**src/rtl/multicycle_ctrl_if.sv**
```systemverilog
// Control-side bundle between multicycle_ctrl (master) and the instruction ROM / datapath (slave).
interface multicycle_ctrl_if;
   logic [31:0] Inst_Addr;
   logic [31:0] Inst_Data;
   logic        ZF;
   logic        OF;
   logic [4:0]  rs;
   logic [4:0]  rt;
   logic [4:0]  rd;
   logic [2:0]  ALU_OP;
   logic        Write_Reg;
   logic        Mem_Write;
   logic [1:0]  wr_data_s;
   logic [2:0]  State;
   logic        Halted;
   logic        Illegal;
   logic        Ovf_Trap;

   modport master (
      input  Inst_Data, ZF, OF,
      output Inst_Addr, rs, rt, rd, ALU_OP, Write_Reg, Mem_Write, wr_data_s,
             State, Halted, Illegal, Ovf_Trap
   );

   modport slave (
      output Inst_Data, ZF, OF,
      input  Inst_Addr, rs, rt, rd, ALU_OP, Write_Reg, Mem_Write, wr_data_s,
             State, Halted, Illegal, Ovf_Trap
   );
endinterface

```
**src/rtl/multicycle_ctrl.sv**
```systemverilog
// Multi-cycle FETCH/DECODE/EXEC/MEM/WB sequencer owning PC and IR for the 32-bit datapath.
// Optional feature: define OVERFLOW_TRAP_EN to halt on signed overflow of R-type ADD/SUB.
module multicycle_ctrl #(
   parameter logic [31:0] PC_RESET = 32'h0000_0000
) (
   input  logic              clk,
   input  logic              Reset,
   multicycle_ctrl_if.master bus
);

   typedef enum logic [2:0] {
      S_FETCH  = 3'b000,
      S_DECODE = 3'b001,
      S_EXEC   = 3'b010,
      S_MEM    = 3'b011,
      S_WB     = 3'b100,
      S_HALT   = 3'b101
   } state_e;

   typedef enum logic [2:0] {I_RTYPE, I_LW, I_SW, I_BEQ, I_J, I_HALT, I_ILL} iclass_e;

   localparam logic [2:0] ALU_ADD = 3'b100;
   localparam logic [2:0] ALU_SUB = 3'b101;

   state_e      state_q, state_d;
   logic [31:0] pc_q, pc_d;
   logic [31:0] ir_q, ir_d;
   logic        illegal_q, illegal_d;
   iclass_e     iclass;
   logic [2:0]  alu_dec;
   logic [31:0] br_off;
   logic        trap_take;
   logic [2:0]  alu_op;
   logic        write_reg;
   logic        mem_write;
   logic [1:0]  wr_sel;
   logic        unused_shamt;

   // NOTE: every variable written in an always_comb gets a default first, so no path can infer a latch.
   always_comb begin
      iclass  = I_ILL;
      alu_dec = ALU_ADD;
      case (ir_q[31:26])
         6'b000000: begin
            iclass = I_RTYPE;
            case (ir_q[5:0])
               6'b100100: alu_dec = 3'b000;
               6'b100101: alu_dec = 3'b001;
               6'b100110: alu_dec = 3'b010;
               6'b100111: alu_dec = 3'b011;
               6'b100000: alu_dec = 3'b100;
               6'b100010: alu_dec = 3'b101;
               6'b101011: alu_dec = 3'b110;
               6'b000100: alu_dec = 3'b111;
               default:   iclass  = I_ILL;
            endcase
         end
         6'b100011: iclass = I_LW;
         6'b101011: iclass = I_SW;
         6'b000100: begin
            iclass  = I_BEQ;
            alu_dec = ALU_SUB;
         end
         6'b000010: iclass = I_J;
         6'b111111: iclass = I_HALT;
         default:   iclass = I_ILL;
      endcase
   end

   assign br_off       = {{14{ir_q[15]}}, ir_q[15:0], 2'b00};
   assign unused_shamt = ^ir_q[10:6];

`ifdef OVERFLOW_TRAP_EN
   logic ovf_q, ovf_d;

   assign trap_take = (state_q == S_EXEC) && (iclass == I_RTYPE) &&
                      ((alu_dec == ALU_ADD) || (alu_dec == ALU_SUB)) && bus.OF;
   assign ovf_d     = ovf_q | trap_take;

   always_ff @(posedge clk) begin
      if (Reset) ovf_q <= 1'b0;
      else       ovf_q <= ovf_d;
   end

   assign bus.Ovf_Trap = ovf_q;
`else
   logic unused_of;

   assign unused_of    = bus.OF;
   assign trap_take    = 1'b0;
   assign bus.Ovf_Trap = 1'b0;
`endif

   always_comb begin
      state_d   = state_q;
      pc_d      = pc_q;
      ir_d      = ir_q;
      illegal_d = illegal_q;
      alu_op    = 3'b000;
      write_reg = 1'b0;
      mem_write = 1'b0;
      wr_sel    = 2'b00;
      case (state_q)
         S_FETCH: begin
            ir_d    = bus.Inst_Data;
            pc_d    = pc_q + 32'd4;
            state_d = S_DECODE;
         end
         S_DECODE: begin
            case (iclass)
               I_J: begin
                  // pc_q already holds PC+4 here, so the upper nibble is that of the next instruction.
                  pc_d    = {pc_q[31:28], ir_q[25:0], 2'b00};
                  state_d = S_FETCH;
               end
               I_HALT:  state_d = S_HALT;
               I_ILL: begin
                  illegal_d = 1'b1;
                  state_d   = S_FETCH;
               end
               default: state_d = S_EXEC;
            endcase
         end
         S_EXEC: begin
            alu_op = alu_dec;
            case (iclass)
               I_RTYPE: state_d = trap_take ? S_HALT : S_WB;
               I_BEQ: begin
                  if (bus.ZF) pc_d = pc_q + br_off;
                  state_d = S_FETCH;
               end
               default: state_d = S_MEM;
            endcase
         end
         S_MEM: begin
            alu_op    = ALU_ADD;
            mem_write = (iclass == I_SW);
            state_d   = (iclass == I_LW) ? S_WB : S_FETCH;
         end
         S_WB: begin
            alu_op    = alu_dec;
            write_reg = 1'b1;
            wr_sel    = (iclass == I_LW) ? 2'b01 : 2'b00;
            state_d   = S_FETCH;
         end
         S_HALT:  state_d = S_HALT;
         default: state_d = S_FETCH;
      endcase
   end

   // NOTE: state registers use non-blocking assignments so every flop samples pre-edge values.
   always_ff @(posedge clk) begin
      if (Reset) begin
         state_q   <= S_FETCH;
         pc_q      <= PC_RESET;
         ir_q      <= 32'h0000_0000;
         illegal_q <= 1'b0;
      end else begin
         state_q   <= state_d;
         pc_q      <= pc_d;
         ir_q      <= ir_d;
         illegal_q <= illegal_d;
      end
   end

   assign bus.Inst_Addr = pc_q;
   assign bus.rs        = ir_q[25:21];
   assign bus.rt        = ir_q[20:16];
   assign bus.rd        = ir_q[15:11];
   assign bus.ALU_OP    = alu_op;
   // Enables are masked by Reset so a write in flight never commits on the reset edge.
   assign bus.Write_Reg = write_reg & ~Reset;
   assign bus.Mem_Write = mem_write & ~Reset;
   assign bus.wr_data_s = wr_sel;
   assign bus.State     = state_q;
   assign bus.Halted    = (state_q == S_HALT);
   assign bus.Illegal   = illegal_q;

endmodule

```
**src/flat_wrapper.sv**
```systemverilog
// flat-port wrapper written by rule: the top's interface ports become plain ports
module multicycle_ctrl_flat 
#(
   parameter logic [31:0] PC_RESET = 32'h0000_0000
)
  (clk, Reset, bus_Inst_Data, bus_ZF, bus_OF, bus_Inst_Addr, bus_rs, bus_rt, bus_rd, bus_ALU_OP, bus_Write_Reg, bus_Mem_Write, bus_wr_data_s, bus_State, bus_Halted, bus_Illegal, bus_Ovf_Trap);
  multicycle_ctrl_if bus_i ();
  input  logic clk;
  input  logic Reset;
  input wire logic [$bits(bus_i.Inst_Data)-1:0] bus_Inst_Data;
  input wire logic [$bits(bus_i.ZF)-1:0] bus_ZF;
  input wire logic [$bits(bus_i.OF)-1:0] bus_OF;
  output wire logic [$bits(bus_i.Inst_Addr)-1:0] bus_Inst_Addr;
  output wire logic [$bits(bus_i.rs)-1:0] bus_rs;
  output wire logic [$bits(bus_i.rt)-1:0] bus_rt;
  output wire logic [$bits(bus_i.rd)-1:0] bus_rd;
  output wire logic [$bits(bus_i.ALU_OP)-1:0] bus_ALU_OP;
  output wire logic [$bits(bus_i.Write_Reg)-1:0] bus_Write_Reg;
  output wire logic [$bits(bus_i.Mem_Write)-1:0] bus_Mem_Write;
  output wire logic [$bits(bus_i.wr_data_s)-1:0] bus_wr_data_s;
  output wire logic [$bits(bus_i.State)-1:0] bus_State;
  output wire logic [$bits(bus_i.Halted)-1:0] bus_Halted;
  output wire logic [$bits(bus_i.Illegal)-1:0] bus_Illegal;
  output wire logic [$bits(bus_i.Ovf_Trap)-1:0] bus_Ovf_Trap;
  assign bus_i.Inst_Data = bus_Inst_Data;
  assign bus_i.ZF = bus_ZF;
  assign bus_i.OF = bus_OF;
  assign bus_Inst_Addr = bus_i.Inst_Addr;
  assign bus_rs = bus_i.rs;
  assign bus_rt = bus_i.rt;
  assign bus_rd = bus_i.rd;
  assign bus_ALU_OP = bus_i.ALU_OP;
  assign bus_Write_Reg = bus_i.Write_Reg;
  assign bus_Mem_Write = bus_i.Mem_Write;
  assign bus_wr_data_s = bus_i.wr_data_s;
  assign bus_State = bus_i.State;
  assign bus_Halted = bus_i.Halted;
  assign bus_Illegal = bus_i.Illegal;
  assign bus_Ovf_Trap = bus_i.Ovf_Trap;
  multicycle_ctrl #(.PC_RESET(PC_RESET)) u_core (.clk(clk), .Reset(Reset), .bus(bus_i));
endmodule
```
**config.mk**
```make
export PLATFORM = sky130hd
export DESIGN_NAME = multicycle_ctrl_flat
export DESIGN_NICKNAME = d
export VERILOG_FILES = /design/src/rtl/multicycle_ctrl_if.sv /design/src/rtl/multicycle_ctrl.sv /design/src/flat_wrapper.sv
export SDC_FILE = /design/constraint.sdc
export NUM_CORES = 1
export LEC_CHECK = 0
export BUFFER_PORTS_ARGS = -buffer_cell sky130_fd_sc_hd__buf_2
export CORE_MARGIN = 10
export CORE_UTILIZATION = 40
export CTS_CLUSTER_DIAMETER = 200
export DETAILED_ROUTE_END_ITERATION = 8
export HOLD_SLACK_MARGIN = 0.1
export PLACE_DENSITY = 0.71
export SLEW_MARGIN = 20
export SYNTH_ARGS = -nofsm -noshare
export SYNTH_HDL_FRONTEND = slang
export SYNTH_SLANG_ARGS = --single-unit
export TNS_END_PERCENT = 20
```
**constraint.sdc**
```tcl
create_clock -name clk -period 4.7 [get_ports clk]
set_input_delay 1.175 -clock clk [delete_from_list [all_inputs] [get_ports clk]]
set_output_delay 1.175 -clock clk [all_outputs]
set_load 0.03 [all_outputs]
```
==> flow_summary.yaml <==
route:
  wl_per_cell_um: 16.02
  post-route-drc-count: 0
  route.top_layer_used: "met5"
  vias: 5121
  wirelength_um: 14770
  drt-pass1-iter-count: 5
  vias_per_cell: 5.554
  dr_wl_met2_um: 6517
  ant_nets: 0
  route.met3.wl_um: 1099
  wl_met1_um: 6894
  drtIter0Drc: 369
worst_hold_path:
  hold_path_depth: 2
  min_to: "u_core.bus.Illegal"
  hp-start: "u_core.bus.Illegal"
  hold_path.class: "flop to flop"
floorplan:
  fp-row-count: 40
  die_area_mm2: 0.01742
  die_h_um: 132.0
  coreArea_mm2: 0.01216
  initial_core_util_pct: 41.23
  top_level_ports: 96
  die_w_um: 132.0
synthesis:
  synth_mux_area_share_pct: 1.472
  ys_ff_latch: 66
  yosys.area_share.xor_xnor_pct: 2.794
  synthesis.area_mm2: 0.005015
  ys.flop_type: "dfxtp_1"
  synth_top_cell_by_area: "dfxtp_1"
  seq_area_frac_synth_pct: 26.35
  synth_top_family_by_area: "compound AO/OA/AOI/OAI gates"
  yosys.area_share.simple_pct: 26.37
  avgSynthCellArea_um2: 7.164
  synthAdderAreaFrac_pct: 7.635
  async_reset_ff_share_pct: 0
  ys_warn_count: 0
  synth_cell_types: 68
  synth_top_area_share_pct: 26.35
  yosys-top-cells-area: "dfxtp_1, nand2_1, a21oi_1, ha_1, nor2_1"
  synth-edff-count: 0
  synth_compound_gate_area_share_pct: 27.89
  syn_inst: 700
finish:
  area_delta_synth_final_pct: 14.00
  fin_util_pct: 47.01
  final_nets: 816
  diodes: 0
  drive_above_1_share_pct: 16.84
  layout_commonest_cell: "nand2_1"
  final_cell_mix: "nand2_1, buf_2, a21oi_1, dfxtp_1, nor2_1"
power_and_ir_drop:
  peakVddDrop_mv: 0.2981
  power_density_mw_per_mm2: 489.2
  power_leakage_nw: 2.551
clock_network:
  root_buffer: "clkbuf_16"
  cts_max_level: 3
  clk_latency_ns: 0.34
  path_clk_slew_ns: 0.05
  cts_tree: "yes"
  cts_setup_buffers: 0
  ctsResizeCount: 0
  clockBufferDepth: 2
  cts_sinks: 66
  cts_buffers: 9
  ctsHoldBuffers: 0
critical_path:
  cp-end-kind: "flop"
  cp-start-kind: "flop"
  cpMaxStageDelayCell: "nor2_2"
  crit_type: "flop to flop"
  cp_max_fo: 17
  cp.required_ns: 4.92
  cp_cell_sequence: "nand2b_1, nor2_2, nand2_1, inv_1, ha_1, nand2_1, o21ai_0, o32ai_1, a31oi_1, nand4_1, o211ai_1, mux2_2"
  worst-path-buf-inv: 1
  timing.rr.end: "u_core.bus.Inst_Addr[31]"
  cp_slowest_stage_delay_ns: 0.54
  r2r_slack_ns: 0.48
  crit_top_cell: "nand2_1"
  r2r_start: "u_core.bus.State[2]"
  crit_arrival_ns: 4.45
  critPathTopFamily: "simple AND/OR/NAND/NOR gates"
  reg2reg_depth: 12
global_routing:
  grt_usage_pct: 16.42
  antenna_found_initial: 1
  grt_pass1_wl_um: 24290
  grt_overflow: 0
  grt_max_degree: 70
  grt_pass1_vias: 4831
sta:
  worst_slew_pin_slew_ns: 0.9019
  fmax_ghz: 0.2368
  post-route-period-util_pct: 89.85
  fin_crit_ns: 4.223
  setup_viol: 0
  hold_viol_final: 0
  fin_skew_ns: 0.004558
  timing.slew.headroom_pct: 39.59
  maxSlewViolCount: 0
  rsz0062_at_grt: "false"
  tns_ns: 0
placed_design:
  hpwl_um: 10770
  portBuffers: 90
  gp_congestion: 0.9084
outcome:
  status: "completed"
flow_run:
  max_cap_viol_count: 0
-- layout make-up --
| type | instances | area [um^2] |
|---|---|---|
| clock buffer | 12 | 246.5 |
| clock inverter | 3 | 40.04 |
| fill | 1256 | 6445 |
| inverter | 16 | 60.06 |
| multi-input combinational | 561 | 3343 |
| sequential | 66 | 1321 |
| tap | 168 | 210.2 |
| timing repair buffer | 96 | 495.5 |
-- flip-flops by register name, indices dropped and copies added, names as in the netlist --
name and cells:
u_core.bus.Inst_Addr 30, u_core.bus.Illegal 1, u_core.ir_q 32, u_core.bus.State 3
-- cells by family (layout without fill, tap and decap cells) --
| kind of cell | after synthesis | count (layout) |
|---|---|---|
| and+or+nand+nor | 289 | 289 |
| AOI/OAI and AO/OA | 215 | 215 |
| buffers and inverters | 76 | 127 |
| DFF | 66 | 66 |
| adders and majority gates | 30 | 30 |
| xor gates and xnor gates | 16 | 16 |
| muxes | 7 | 7 |
| other | 1 | 4 |
-- worst max path at each step --
stage | depth (start not counted) | start | endpoint
after detailed placement | 12 | u_core.bus.State[2] | u_core.bus.Inst_Addr[31]
after global placement | 12 | u_core.bus.State[2] | u_core.bus.Inst_Addr[31]
after CTS | 12 | u_core.bus.State[2] | u_core.bus.Inst_Addr[31]
after global routing | 12 | u_core.bus.State[2] | u_core.bus.Inst_Addr[31]
final | 12 | u_core.bus.State[2] | u_core.bus.Inst_Addr[31]
after floorplan | 6 | u_core.ir_q[0] | bus_ALU_OP[1]
-- synthesized netlist by cell type, drive strengths merged, types with 16 or more instances --
library cell / n
a21oi: 85
and2: 18
buf: 28
clkbuf: 32
dfxtp: 66
ha: 29
inv: 16
nand2: 139
nor2: 57
nor3: 16
o21ai: 30
-- metrics by stage --
step	cell area [um^2]	setup slack [ns]	cells	hold slack [ns]	total power, W
global placement	5425	0.3238	907	0.4576	0.002131
CTS	5714	0.2313	922	0.4716	0.002811
floorplan	5026	0.7774	703	0.4441	0.001826
finish	5717	0.4769	922	0.4688	0.002796
global route	5717	0.1374	922	0.4927	0.002998
detailed placement	5428	0.2651	907	0.4634	0.002143
-- tightest hold or removal path, stage by stage, from the launching register on --
cell and delay [ns]:
dfxtp_1 0.30, inv_1 0.05, o21ai_0 0.07
-- per-layer routing --
metal,vias up,GRT usage [%]
li1,2600,-
met2,152,25.46
met4,2,5.377
met1,2348,21.13
met5,-,0
met3,19,4.992
-- power by group --
| part | internal, W | switching, W |
|---|---|---|
| Combinational | 0.000425 | 0.000866 |
| Clock | 0.000420 | 0.000240 |
| Sequential | 0.000693 | 0.000152 |
| Total | 0.00154 | 0.00126 |
No activity file was read; power rests on OpenSTA's default activity.
